--- src/rtl/memory_stage.sv ---
// EX/MEM pipeline register and data-memory access stage.
// Ports: ex_* execute bundle in, dm_* req/ack memory bus, wb_* + exception pulses out, stall upstream.
module memory_stage #(
    parameter int TIMEOUT = 16
) (
    input  logic        clk,
    input  logic        rst,
    input  logic        ex_valid,
    input  logic [5:0]  ex_opc,
    input  logic        ex_res_sel,
    input  logic [31:0] ex_alu_res,
    input  logic [31:0] ex_shift_res,
    input  logic [31:0] ex_dm_in,
    input  logic [31:0] ex_ea,
    input  logic        ex_ovf,
    input  logic [4:0]  ex_rd,
    input  logic        ex_wen,
    output logic        stall,
    output logic        dm_req,
    output logic        dm_we,
    output logic [31:0] dm_addr,
    output logic [3:0]  dm_be,
    output logic [31:0] dm_wdata,
    input  logic [31:0] dm_rdata,
    input  logic        dm_ack,
    output logic        wb_valid,
    output logic        wb_wen,
    output logic [4:0]  wb_rd,
    output logic [31:0] wb_data,
    output logic        ovf_exc,
    output logic        adr_exc,
    output logic        bus_err
);

    localparam int CW = (TIMEOUT > 0) ? $clog2(TIMEOUT + 1) : 1;

    typedef enum logic {
        IDLE,
        ACCESS
    } state_t;

    // access size encoding
    localparam logic [1:0] SZ_B = 2'd0;
    localparam logic [1:0] SZ_H = 2'd1;
    localparam logic [1:0] SZ_W = 2'd2;

    state_t          state_q, state_d;
    logic [CW-1:0]   cnt_q, cnt_d;

    // decode of the incoming opcode
    logic            ex_ld, ex_st, ex_sgn, ex_mis;
    logic [1:0]      ex_sz;

    // bundle captured for the memory access
    logic [31:0]     ea_q, din_q;
    logic [4:0]      rd_q;
    logic            wen_q, st_q, sgn_q;
    logic [1:0]      sz_q;

    // next values of the registered writeback bundle
    logic            wb_valid_d, wb_wen_d, ovf_d, adr_d, berr_d;
    logic [4:0]      wb_rd_d;
    logic [31:0]     wb_data_d;

    logic [1:0]      lane;
    logic [7:0]      ld_byte;
    logic [15:0]     ld_half;
    logic [31:0]     ld_data;
    logic [3:0]      be;
    logic [31:0]     wdata;
    logic            in_access, capture, timed_out;

    always_comb begin
        ex_ld  = 1'b0;
        ex_st  = 1'b0;
        ex_sgn = 1'b0;
        ex_sz  = SZ_W;
        case (ex_opc)
            6'h20: begin ex_ld = 1'b1; ex_sz = SZ_B; ex_sgn = 1'b1; end
            6'h21: begin ex_ld = 1'b1; ex_sz = SZ_H; ex_sgn = 1'b1; end
            6'h23: begin ex_ld = 1'b1; ex_sz = SZ_W; end
            6'h24: begin ex_ld = 1'b1; ex_sz = SZ_B; end
            6'h25: begin ex_ld = 1'b1; ex_sz = SZ_H; end
            6'h28: begin ex_st = 1'b1; ex_sz = SZ_B; end
            6'h29: begin ex_st = 1'b1; ex_sz = SZ_H; end
            6'h2B: begin ex_st = 1'b1; ex_sz = SZ_W; end
            default: ;
        endcase
        ex_mis = (ex_ld | ex_st) &
                 (((ex_sz == SZ_H) & ex_ea[0]) |
                  ((ex_sz == SZ_W) & (ex_ea[1:0] != 2'b00)));
    end

    assign in_access = (state_q == ACCESS);
    assign capture   = (state_q == IDLE) & ex_valid &
                       (ex_ld | ex_st) & ~ex_mis;
    // last counted ACCESS cycle without ack ends the access
    assign timed_out = (TIMEOUT > 0) && (cnt_q == CW'(TIMEOUT - 1));

    // lane selection for loads (little-endian)
    assign lane    = ea_q[1:0];
    assign ld_byte = dm_rdata[8*lane +: 8];
    assign ld_half = dm_rdata[16*ea_q[1] +: 16];

    always_comb begin
        ld_data = dm_rdata;
        be      = 4'b1111;
        wdata   = din_q;
        case (sz_q)
            SZ_B: begin
                ld_data = {{24{sgn_q & ld_byte[7]}}, ld_byte};
                be      = 4'b0001 << lane;
                wdata   = {4{din_q[7:0]}};
            end
            SZ_H: begin
                ld_data = {{16{sgn_q & ld_half[15]}}, ld_half};
                be      = ea_q[1] ? 4'b1100 : 4'b0011;
                wdata   = {2{din_q[15:0]}};
            end
            default: ;
        endcase
    end

    // bus outputs are only live while an access is outstanding
    assign stall    = in_access;
    assign dm_req   = in_access;
    assign dm_we    = in_access & st_q;
    assign dm_addr  = in_access ? {ea_q[31:2], 2'b00} : 32'd0;
    assign dm_be    = in_access ? be : 4'd0;
    assign dm_wdata = in_access ? wdata : 32'd0;

    always_comb begin
        state_d    = state_q;
        cnt_d      = cnt_q;
        wb_valid_d = 1'b0;
        wb_wen_d   = 1'b0;
        wb_rd_d    = 5'd0;
        wb_data_d  = 32'd0;
        ovf_d      = 1'b0;
        adr_d      = 1'b0;
        berr_d     = 1'b0;
        case (state_q)
            IDLE: begin
                if (ex_valid) begin
                    if (ex_ld | ex_st) begin
                        if (ex_mis) begin
                            wb_valid_d = 1'b1;
                            wb_rd_d    = ex_rd;
                            adr_d      = 1'b1;
                        end else begin
                            state_d = ACCESS;
                            cnt_d   = '0;
                        end
                    end else begin
                        wb_valid_d = 1'b1;
                        wb_rd_d    = ex_rd;
                        wb_data_d  = ex_res_sel ? ex_shift_res : ex_alu_res;
                        if (ex_ovf & ex_wen) begin
                            ovf_d = 1'b1;
                        end else begin
                            wb_wen_d = ex_wen;
                        end
                    end
                end
            end
            ACCESS: begin
                if (dm_ack) begin
                    state_d    = IDLE;
                    wb_valid_d = 1'b1;
                    wb_rd_d    = rd_q;
                    if (!st_q) begin
                        wb_wen_d  = wen_q;
                        wb_data_d = ld_data;
                    end
                end else if (timed_out) begin
                    state_d    = IDLE;
                    wb_valid_d = 1'b1;
                    wb_rd_d    = rd_q;
                    berr_d     = 1'b1;
                end else begin
                    cnt_d = cnt_q + 1'b1;
                end
            end
            default: state_d = IDLE;
        endcase
    end

    always_ff @(posedge clk or posedge rst) begin
        if (rst) begin
            state_q  <= IDLE;
            cnt_q    <= '0;
            wb_valid <= 1'b0;
            wb_wen   <= 1'b0;
            wb_rd    <= 5'd0;
            wb_data  <= 32'd0;
            ovf_exc  <= 1'b0;
            adr_exc  <= 1'b0;
            bus_err  <= 1'b0;
        end else begin
            state_q  <= state_d;
            cnt_q    <= cnt_d;
            wb_valid <= wb_valid_d;
            wb_wen   <= wb_wen_d;
            wb_rd    <= wb_rd_d;
            wb_data  <= wb_data_d;
            ovf_exc  <= ovf_d;
            adr_exc  <= adr_d;
            bus_err  <= berr_d;
        end
    end

    always_ff @(posedge clk or posedge rst) begin
        if (rst) begin
            ea_q  <= 32'd0;
            din_q <= 32'd0;
            rd_q  <= 5'd0;
            wen_q <= 1'b0;
            st_q  <= 1'b0;
            sgn_q <= 1'b0;
            sz_q  <= SZ_W;
        end else if (capture) begin
            ea_q  <= ex_ea;
            din_q <= ex_dm_in;
            rd_q  <= ex_rd;
            wen_q <= ex_wen;
            st_q  <= ex_st;
            sgn_q <= ex_sgn;
            sz_q  <= ex_sz;
        end
    end

endmodule

--- config.mk ---
export PLATFORM = sky130hd
export DESIGN_NAME = memory_stage
export DESIGN_NICKNAME = d
export VERILOG_FILES = /design/src/rtl/memory_stage.sv
export SDC_FILE = /design/constraint.sdc
export NUM_CORES = 1
export LEC_CHECK = 0
export BUFFER_PORTS_ARGS = -buffer_cell sky130_fd_sc_hd__buf_2
export CAP_MARGIN = 15
export CORE_MARGIN = 3
export CORE_UTILIZATION = 52
export DETAILED_ROUTE_END_ITERATION = 16
export PLACE_DENSITY = 0.87
export SYNTH_ARGS = -nofsm -noshare
export SYNTH_HDL_FRONTEND = slang
export SYNTH_SLANG_ARGS = --single-unit
--- constraint.sdc ---
create_clock -name clk -period 8.19 [get_ports clk]
set_input_delay 2.457 -clock clk [delete_from_list [all_inputs] [get_ports clk]]
set_output_delay 2.457 -clock clk [all_outputs]
set_load 0.005 [all_outputs]
==> flow_metrics.env, run 1 <==
export IMPL_status="completed"
export IMPL_cts_made_buffers=17
export IMPL_hold_violations=0
export IMPL_cellLeakagePower_uw=0.00459
export IMPL_crit_path_max_fanout=26
export IMPL_fin_crit_ns=5.27
export IMPL_met3_length_mm=1.51
export IMPL_htreeDepth=4
export IMPL_fin_setup_tns_ns=0
export IMPL_path_cells="inv_1 > o21ai_1 > and2_1 > buf_2"
export IMPL_ys_seq_elements=122
export IMPL_dp_slack_ns=2.80
export IMPL_crit_family="flip-flops"
export IMPL_ant_nets=0
export IMPL_drive_above_1_share=0.493
export IMPL_cap_violations=0
export IMPL_cts_setup_buffers=0
export IMPL_synthAdderAreaFrac=0.00379
export IMPL_wl_per_cell_um=18.6
export IMPL_end_kind="output pin"
export IMPL_crit_slowest_cell="dfstp_2"
export IMPL_grt_pass1_vias=5656
export IMPL_setup_viol=0
export IMPL_insertion_delay_ns=0.40
export IMPL_antenna_cells=0
export IMPL_worstPathRequired_ns=5.73
export IMPL_cp_arrival_ns=2.81
export IMPL_ir_worst_vdd_uv=131
export IMPL_antenna_found_initial=0
export IMPL_cts_resized=0
export IMPL_die_h_um=119
export IMPL_row_count=40
export IMPL_via_per_inst=5.39
export IMPL_drt_initial_drc_count=522
export IMPL_tightest_slew_ns=1.05
export IMPL_dp_hpwl_mm=13.8
export IMPL_avgSynthCellArea_um2=11.8
export IMPL_hp_class="flop to flop"
export IMPL_skew_ns=0.00690
export IMPL_nets=1011
export IMPL_synthToLayoutAreaGrowth_pct=29.8
export IMPL_setup_ws_ns=2.92
export IMPL_clock_sinks=122
export IMPL_wl_met1_mm=7.31
export IMPL_syn_area_um2=6610
export IMPL_synth_compound_area_frac=0.120
export IMPL_top_layer="met4"
export IMPL_cts_root_buf="clkbuf_16"
export IMPL_layout_commonest_cell="buf_2"
export IMPL_drc=0
export IMPL_ys_seq_area_frac=0.462
export IMPL_crit_type="flop to output pin"
export IMPL_postSynthCellCount=558
export IMPL_wl_met2_mm=9.46
export IMPL_grtUsageTotal=0.266
export IMPL_globalplace_congestion=0.893
export IMPL_rsz0062_at_grt="no"
export IMPL_grt_overflow_total=0
export IMPL_cts_tree="built"
export IMPL_slowest_delay_ns=0.96
export IMPL_via_count=5455
export IMPL_max_freq_ghz=0.190
export IMPL_final_cell_mix="288 x buf_2, 120 x dfrtp_1, 66 x mux2_4"
export IMPL_nFillCells=930
export IMPL_async_reset_ff_frac=1.00
export IMPL_io_pins=291
export IMPL_ys_warn_count=0
export IMPL_relSlewSlack=0.301
export IMPL_first_pass_iters=6
export IMPL_p_total_uw=1940
export IMPL_initial_core_util=0.541
export IMPL_ys_flop_type="dfrtp_1"
export IMPL_core_area_um2=12200
export IMPL_cts_buffer_depth=2
export IMPL_cp_start_kind="flop"
export IMPL_hold_buffers=0
export IMPL_multi_input_area_um2=3230
export IMPL_p_per_area_nw_per_um2=226
export IMPL_grt_pass1_wl_mm=29.4
export IMPL_synth_mux_area_frac=0.236
export IMPL_fp_dieW_um=119
export IMPL_port_buffers=288
export IMPL_synth_top_family_by_area="multiplexers"
export IMPL_synthSimpleGateAreaFrac=0.128
export IMPL_post_route_period_util=0.644
export IMPL_seq_area_um2=3060
export IMPL_synth_xor_area_frac=0
export IMPL_synth_edf_count=0
export IMPL_ys_types=53
export IMPL_grt_max_degree=64
export IMPL_drv_slew=0
export IMPL_clkTransAtPathRegs_ns=0.05
export IMPL_cp_buffers_inverters=2
export IMPL_dieArea_um2=14100
export IMPL_postRouteWirelength_mm=18.8
power by group:
group / switching (uW) / internal (uW)
clock network: 253 / 430
logic: 175 / 245
registers: 110 / 721
total: 539 / 1400
state kept, by name (all words and copies together), names as in the netlist, 2 cells and up:
register,flops
wb_rd,5
din_q,32
wb_data,32
ea_q,32
cnt_q,5
rd_q,5
sz_q,2
through the flow:
| step | cells | hold WS, ns | area (um2) | utilization |
|---|---|---|---|---|
| 2_1_floorplan | 559 | 0.461 | 6610 | - |
| 3_3_place_gp | 979 | 0.481 | 8020 | 0.657 |
| 3_5_place_dp | 979 | 0.486 | 8020 | 0.657 |
| 4_1_cts | 1011 | 0.507 | 8560 | 0.701 |
| 5_1_grt | 1012 | 0.524 | 8570 | 0.702 |
| 6_report | 1012 | 0.504 | 8570 | 0.702 |
synth_stat cells, drive strengths merged, types with 2 or more instances:
cell type	n	area, um2
clkbuf	26	98.8
o31ai	2	15.0
nand2b	9	56.3
a21boi	9	67.6
o21ai	17	85.1
o22ai	17	106
ha	2	25.0
a21oi	4	20.0
nor2	9	50.1
nor2b	16	100
o21a	2	15.0
nand2	64	240
and2	43	272
mux2i	34	340
dfrtp	121	3030
inv	9	33.8
a31oi	2	12.5
nor3	4	20.0
a22o	5	43.8
o211ai	2	15.0
nand3	4	20.0
buf	16	190
a221o	16	160
a222oi	7	70.1
o211a	8	80.1
mux2	84	1190
a221oi	8	70.1
and3	3	18.8
final cells by class:
type                       count  area share
clock buffer                  24      0.0550
clock inverter                 8     0.00832
inverter                       9     0.00423
multi-input combinational    386       0.377
sequential                   122       0.356
tap                          168      0.0245
timing repair buffer         295       0.174
final timing paths:
check / depth (start not counted) / slack (ns) / endpoint / from
worst max-delay path: 4 / 2.92 / dm_be[0] / sz_q[1]
worst min-delay path: 1 / 0.50 / ea_q[2] / ea_q[2]
worst max register to register: 6 / 4.79 / ea_q[29] / dm_req
worst min register to register: 1 / 0.50 / ea_q[2] / ea_q[2]
max in group asynchronous: 3 / 4.76 / dm_req / rst
min in group asynchronous: 2 / 2.18 / ea_q[18] / rst
logic make-up after synthesis:
group | Yosys count
AOI/OAI and AO/OA | 103
and+or+nand+nor | 160
muxes | 119
adders and majority gates | 2
other | 1
buffers and inverters | 51
DFF | 122
metal layers:
metal  global-route usage  vias up
met2                0.467      250
met5                    0        -
met4               0.0941        0
met1                0.306     2614
met3               0.0828       35
li1                     -     2556
Note: power is estimated with default switching activity, not from simulation.
==> run 2, diff against run 1 <==
--- a/config.mk
+++ b/config.mk
@@ -5,12 +5,13 @@
 export SDC_FILE = /design/constraint.sdc
 export NUM_CORES = 1
 export LEC_CHECK = 0
+export ABC_AREA = 1
 export BUFFER_PORTS_ARGS = -buffer_cell sky130_fd_sc_hd__buf_2
 export CAP_MARGIN = 15
 export CORE_MARGIN = 3
-export CORE_UTILIZATION = 52
+export CORE_UTILIZATION = 43
 export DETAILED_ROUTE_END_ITERATION = 16
-export PLACE_DENSITY = 0.87
+export PLACE_DENSITY = 0.77
 export SYNTH_ARGS = -nofsm -noshare
 export SYNTH_HDL_FRONTEND = slang
 export SYNTH_SLANG_ARGS = --single-unit
==> constraint.sdc (replaced) <==
create_clock -name clk -period 4.4 [get_ports clk]
set_input_delay 1.32 -clock clk [delete_from_list [all_inputs] [get_ports clk]]
set_output_delay 1.32 -clock clk [all_outputs]
set_load 0.005 [all_outputs]
==> run 2 against run 1 <==
- register-to-register slack worse by 2.8 ns
- first-iteration DRC count is 36% lower
- clock-buffer cell count is 2 lower
- core utilization down 12 points
- cell count rose by 33%
- synthesized area down 1.3%
- clock power grew 99%
- sequential cell count unchanged
- global-route usage fell by 2.1 points
- clock skew is 0.00096 ns lower
- largest power group unchanged
==> flow_metrics.env, run 2 <==
export IMPL_ant_nets=0
export IMPL_crit_end="dm_be[1]"
export IMPL_seq_area_um2=3060
export IMPL_drc=0
export IMPL_hold_violations=0
export IMPL_status="completed"
export IMPL_grt_pass1_vias=6298
export IMPL_hold_start="din_q[31]"
export IMPL_wl_per_cell_um=15.4
export IMPL_dieArea_um2=16700
export IMPL_post_route_period_util=0.846
export IMPL_final_cell_mix="288 x buf_2, 238 x nand2_1, 139 x inv_1"
export IMPL_io_pins=291
export IMPL_syn_area_um2=6520
export IMPL_critPathLaunch="sz_q[1]"
export IMPL_rrSetupSlack_ns=1.97
export IMPL_cts_made_buffers=17
export IMPL_critPathMostFrequentCell="inv_1"
export IMPL_rr_worst_depth=6
export IMPL_yosysTopAreaCell="dfrtp_1"
export IMPL_wl_met2_mm=10.2
export IMPL_drive_above_1_share=0.314
export IMPL_first_pass_iters=5
export IMPL_clkPwrFrac=0.378
export IMPL_nets=1332
export IMPL_crit_type="flop to output pin"
export IMPL_cts_buffer_depth=2
export IMPL_postSynthCellCount=881
export IMPL_dp_hpwl_mm=15.6
export IMPL_fin_setup_tns_ns=0
export IMPL_top_layer="met5"
export IMPL_reg2reg_from="dm_req"
export IMPL_grt_pass1_wl_mm=31.6
export IMPL_cts_setup_buffers=0
export IMPL_yosysTopAreaCellShare=0.464
export IMPL_rsz0062_at_grt="no"
export IMPL_globalplace_congestion=0.898
export IMPL_grt_max_degree=73
export IMPL_path_cells="inv_2 > nand2_2 > inv_1 > nand2_1 > inv_1 > a211oi_1 > buf_2"
export IMPL_relSlewSlack=0.445
export IMPL_grtUsageTotal=0.245
export IMPL_p_sw_uw=1100
export IMPL_max_freq_ghz=0.269
export IMPL_end_kind="output pin"
export IMPL_via_per_inst=4.95
export IMPL_slowest_delay_ns=0.80
export IMPL_ys_types=31
export IMPL_cap_violations=0
export IMPL_top_regs="din_q (32), ea_q (32), wb_data (32)"
export IMPL_fin_crit_ns=3.72
export IMPL_ys_warn_count=0
export IMPL_fin_util=0.587
export IMPL_antenna_found_initial=3
export IMPL_p_per_area_nw_per_um2=417
export IMPL_via_count=6671
export IMPL_comb_power_share=0.202
export IMPL_cp_arrival_ns=2.40
export IMPL_avgSynthCellArea_um2=7.40
export IMPL_row_count=44
export IMPL_hp_class="flop to flop"
export IMPL_antenna_cells=0
export IMPL_cellLeakagePower_uw=0.00528
export IMPL_crit_slowest_cell="dfstp_2"
export IMPL_ys_flop_type="dfrtp_1"
export IMPL_ir_worst_vdd_uv=270
export IMPL_cts_resized=0
export IMPL_synthToLayoutAreaGrowth_pct=32.2
export IMPL_netlist_top_cells_count="238 x nand2_1, 140 x inv_1, 121 x dfrtp_1"
export IMPL_cp_buffers_inverters=4
export IMPL_skew_ns=0.00594
export IMPL_die_h_um=129
export IMPL_drt_initial_drc_count=336
export IMPL_ys_seq_area_frac=0.468
export IMPL_synth_area_top_cells="dfrtp_1 46%, nand2_1 14%, inv_1 8.1%, o21ai_0 7.1%, nor2_1 4.3%"
export IMPL_initial_core_util=0.444
export IMPL_tightest_slew_ns=0.831
export IMPL_seqPwrFrac=0.420
export IMPL_clkTransAtPathRegs_ns=0.05
export IMPL_port_buffers=288
export IMPL_cts_root_buf="clkbuf_16"
export IMPL_multi_input_area_um2=2680
export IMPL_setup_viol=0
export IMPL_power_internal_uw=2490
export IMPL_hold_buffers=0
export IMPL_htreeDepth=4
export IMPL_path_depth=7
export IMPL_layout_commonest_cell="buf_2"
export IMPL_worstPathRequired_ns=3.08
export IMPL_r2r_end="wb_data[7]"
export IMPL_synth_edf_count=0
export IMPL_core_area_um2=14700
export IMPL_wl_met1_mm=7.93
export IMPL_postRouteWirelength_mm=20.7
export IMPL_met3_length_mm=1.91
export IMPL_yosysMostFrequentCell="nand2_1"
export IMPL_crit_family="flip-flops"
export IMPL_clock_sinks=122
export IMPL_grt_overflow_total=0
export IMPL_insertion_delay_ns=0.41
export IMPL_crit_path_max_fanout=22
export IMPL_sw_frac_of_total=0.307
export IMPL_ys_seq_elements=122
export IMPL_cts_tree="built"
export IMPL_drv_slew=0
export IMPL_cp_start_kind="flop"
export IMPL_fp_dieW_um=129
export IMPL_nFillCells=1395
export IMPL_async_reset_ff_frac=1.00
[run 2: changes by cell type after synthesis, sizes merged, moves of 29 or more]
cell	delta
nand3	+39
nand2	+175
inv	+136
and2	-43
o21ai	+105
mux2i	-29
nor2	+67
mux2	-84
[run 2: logic make-up (layout without fill, tap and decap cells)]
kind of cell               count (synthesis)  count (layout)  synth area share
other                                      1               2          0.000575
DFF                                      122             122             0.468
xor gates and xnor gates                   1               1           0.00134
buffers and inverters                    189             472             0.122
AOI/OAI and AO/OA                        170             170             0.142
and+or+nand+nor                          391             391             0.255
adders and majority gates                  2               2           0.00384
muxes                                      5               5           0.00767
[run 2: area by class of cell]
cell class	instances	share of cell area
sequential	122	0.354
clock buffer	22	0.0538
tap	184	0.0267
inverter	145	0.0636
clock inverter	10	0.0138
timing repair buffer	295	0.178
multi-input combinational	571	0.310
[run 2: through the flow]
| step | area (um2) | total power, uW | instances | hold slack (ns) | worst slack [ns] |
|---|---|---|---|---|---|
| CTS | 8620 | 3620 | 1349 | 0.488 | 0.684 |
| floorplan | 6530 | 1960 | 882 | 0.449 | 1.58 |
| global placement | 8040 | 2220 | 1317 | 0.466 | 1.16 |
| global route | 8620 | 3820 | 1349 | 0.501 | 0.501 |
| finish | 8620 | 3600 | 1349 | 0.487 | 0.679 |
| detailed placement | 8040 | 2250 | 1317 | 0.475 | 1.12 |
[run 2: layer usage]
layer | up-vias | track usage
met5 | - | 0
met4 | 6 | 0.102
met3 | 47 | 0.0824
met2 | 285 | 0.418
met1 | 3055 | 0.281
li1 | 3278 | -
[run 2: power by group through the flow]
stage	combinational, uW	clock, uW	sequential [uW]
2_1_floorplan	504	0	1450
3_3_place_gp	701	0	1520
3_5_place_dp	726	0	1520
4_1_cts	727	1390	1510
5_1_grt	830	1450	1540
6_report	725	1360	1510
[run 2: worst reg2reg max path, delay by kind of cell, from the launching register on]
family | cells | cell delay, ns
and+or+nand+nor | 2 | 0.52
buffers and inverters | 2 | 0.83
AOI/OAI and AO/OA | 2 | 0.37
DFF | 1 | 0.63
[run 2: worst min path at each step]
stage	to	slack, ns	depth (start not counted)
after floorplan	wb_wen	0.45	2
after global routing	ea_q[14]	0.50	2
after global placement	ea_q[27]	0.47	2
final	din_q[31]	0.49	2
after detailed placement	wb_wen	0.48	2
after CTS	wb_rd[3]	0.49	2
==> run 3, diff against run 2 <==
--- a/config.mk
+++ b/config.mk
@@ -9,9 +9,9 @@
 export BUFFER_PORTS_ARGS = -buffer_cell sky130_fd_sc_hd__buf_2
 export CAP_MARGIN = 15
 export CORE_MARGIN = 3
-export CORE_UTILIZATION = 43
+export CORE_UTILIZATION = 48
 export DETAILED_ROUTE_END_ITERATION = 16
-export PLACE_DENSITY = 0.77
+export PLACE_DENSITY = 0.81
 export SYNTH_ARGS = -nofsm -noshare
 export SYNTH_HDL_FRONTEND = slang
 export SYNTH_SLANG_ARGS = --single-unit
==> constraint.sdc (replaced) <==
create_clock -name clk -period 3.6 [get_ports clk]
set_input_delay 1.08 -clock clk [delete_from_list [all_inputs] [get_ports clk]]
set_output_delay 1.08 -clock clk [all_outputs]
set_load 0.005 [all_outputs]
==> run 3 against run 2 <==
- sequential cell count unchanged
- cell count fell by 0.59%
- die area down 9.9%
- non-clock buffer count up 4
- sequential share of layout area decreased by 0.067 points
- wire length fell by 0.23%
- global-route usage up 2.9 points
- first-iteration DRC count rose by 16%
- sequential power is 21% higher
- total power rose by 22%
- setup slack worse by 0.44 ns
- clock power is 21% higher
- critical endpoint unchanged
==> flow_metrics.env, run 3 (same netlist as run 2, synthesis figures left out) <==
export IMPL_status="completed"
export IMPL_htreeDepth=4
export IMPL_rsz0062_at_grt="no"
export IMPL_fin_util=0.668
export IMPL_postRouteWirelength_mm=20.7
export IMPL_min_path_cells=2
export IMPL_crit_slowest_cell="dfstp_2"
export IMPL_grt_overflow_total=0
export IMPL_cts_resized=0
export IMPL_dp_hpwl_mm=15.7
export IMPL_drv_slew=0
export IMPL_hold_violations=0
export IMPL_cellLeakagePower_uw=0.00530
export IMPL_nets=1336
export IMPL_io_pins=291
export IMPL_fin_setup_tns_ns=0
export IMPL_via_count=6730
export IMPL_skew_ns=0.00961
export IMPL_fin_crit_ns=3.36
export IMPL_hold_start="ea_q[2]"
export IMPL_ant_nets=0
export IMPL_end_kind="output pin"
export IMPL_antenna_cells=0
export IMPL_cap_violations=0
export IMPL_critPathMostFrequentCell="inv_1"
export IMPL_layout_commonest_cell="buf_2"
export IMPL_cp_start_kind="flop"
export IMPL_p_total_uw=4380
export IMPL_cts_root_buf="clkbuf_16"
export IMPL_post_route_period_util=0.934
export IMPL_setup_viol=0
export IMPL_crit_type="flop to output pin"
export IMPL_cts_buffer_depth=2
export IMPL_whs_ns=0.486
export IMPL_p_per_area_nw_per_um2=508
export IMPL_clkTransAtPathRegs_ns=0.06
export IMPL_cts_made_buffers=17
export IMPL_tightest_slew_ns=0.634
export IMPL_nFillCells=1159
export IMPL_insertion_delay_ns=0.41
export IMPL_grt_pass1_wl_mm=31.5
export IMPL_fp_dieW_um=123
export IMPL_reg2reg_from="dm_req"
export IMPL_clock_sinks=122
export IMPL_drt_initial_drc_count=391
export IMPL_ir_worst_vdd_uv=337
export IMPL_first_pass_iters=5
export IMPL_port_buffers=288
export IMPL_row_count=41
export IMPL_r2r_end="wb_data[7]"
export IMPL_wl_per_cell_um=15.4
export IMPL_grtUsageTotal=0.274
export IMPL_via_per_inst=5.02
export IMPL_antenna_found_initial=4
export IMPL_cts_setup_buffers=0
export IMPL_dpl_cell_area_um2=8070
export IMPL_max_freq_ghz=0.297
export IMPL_path_cells="inv_2 > nand2_2 > inv_1 > nand2_1 > inv_1 > a211oi_1 > buf_2"
export IMPL_dieArea_um2=15000
export IMPL_slowest_delay_ns=0.65
export IMPL_fin_area_um2=8640
export IMPL_cts_tree="built"
export IMPL_top_regs="din_q (32), ea_q (32), wb_data (32)"
export IMPL_grt_pass1_vias=6446
export IMPL_die_h_um=123
export IMPL_globalplace_congestion=0.898
export IMPL_grt_max_degree=79
export IMPL_crit_path_max_fanout=11
export IMPL_hp_class="flop to flop"
export IMPL_core_area_um2=12900
export IMPL_drive_above_1_share=0.317
export IMPL_cp_arrival_ns=2.28
export IMPL_relSlewSlack=0.577
export IMPL_worstPathRequired_ns=2.52
export IMPL_final_cell_mix="288 x buf_2, 238 x nand2_1, 139 x inv_1"
export IMPL_rrSetupSlack_ns=1.14
export IMPL_synthToLayoutAreaGrowth_pct=32.5
export IMPL_rr_worst_depth=6
export IMPL_drc=0
export IMPL_hold_buffers=0
export IMPL_holdPathEnd="ea_q[2]"
export IMPL_initial_core_util=0.505
==> run 3: changes by cell type in the layout (fill, tap and decap cells not counted), sizes merged <==
| cell | delta |
|---|---|
| clkinv | +2 |
| buf | +4 |
| clkbuf | -2 |
==> run 3: cell type report <==
cell class / instances / area (um2) / area share
sequential: 122 / 3060 / 0.354
inverter: 145 / 548 / 0.0634
clock buffer: 20 / 447 / 0.0517
tap: 172 / 215 / 0.0249
clock inverter: 12 / 125 / 0.0145
timing repair buffer: 299 / 1570 / 0.182
multi-input combinational: 571 / 2680 / 0.310
==> run 3: routing by layer <==
layer	track usage	up-vias	routed length (um)
met2	0.471	303	10300
met1	0.314	3068	7860
met4	0.113	8	645
met3	0.0889	58	1890
li1	-	3293	-
met5	0	-	48
==> run 3: how the worst max path moves through the flow <==
| stage | startpoint | endpoint | slack, ns |
|---|---|---|---|
| after floorplan | rst | adr_exc | 1.02 |
| after detailed placement | sz_q[1] | dm_be[1] | 0.69 |
| after global routing | sz_q[1] | dm_be[1] | 0.08 |
| after global placement | sz_q[1] | dm_be[1] | 0.72 |
| after CTS | sz_q[1] | dm_be[1] | 0.22 |
| final | sz_q[1] | dm_be[1] | 0.24 |
==> run 3: stage by stage <==
stage / worst slack (ns) / std cells
final: 0.237 / 1341
after global routing: 0.0765 / 1341
after CTS: 0.225 / 1341
after detailed placement: 0.686 / 1309
after global placement: 0.719 / 1309
after floorplan: 1.02 / 882
==> run 3: worst max-delay path: cells and delay by family (launching register included) <==
kind | cells | cell delay, ns
buf+inv | 4 | 0.53
simple gates | 2 | 0.34
flops | 1 | 0.65
compound gates | 1 | 0.36
==> run 3: where the power goes <==
group / internal [uW] / leakage (uW) / switching, uW
registers: 1640 / 0.00158 / 197
clock network: 1030 / 0.000276 / 610
logic: 364 / 0.00344 / 547
total: 3030 / 0.00530 / 1350
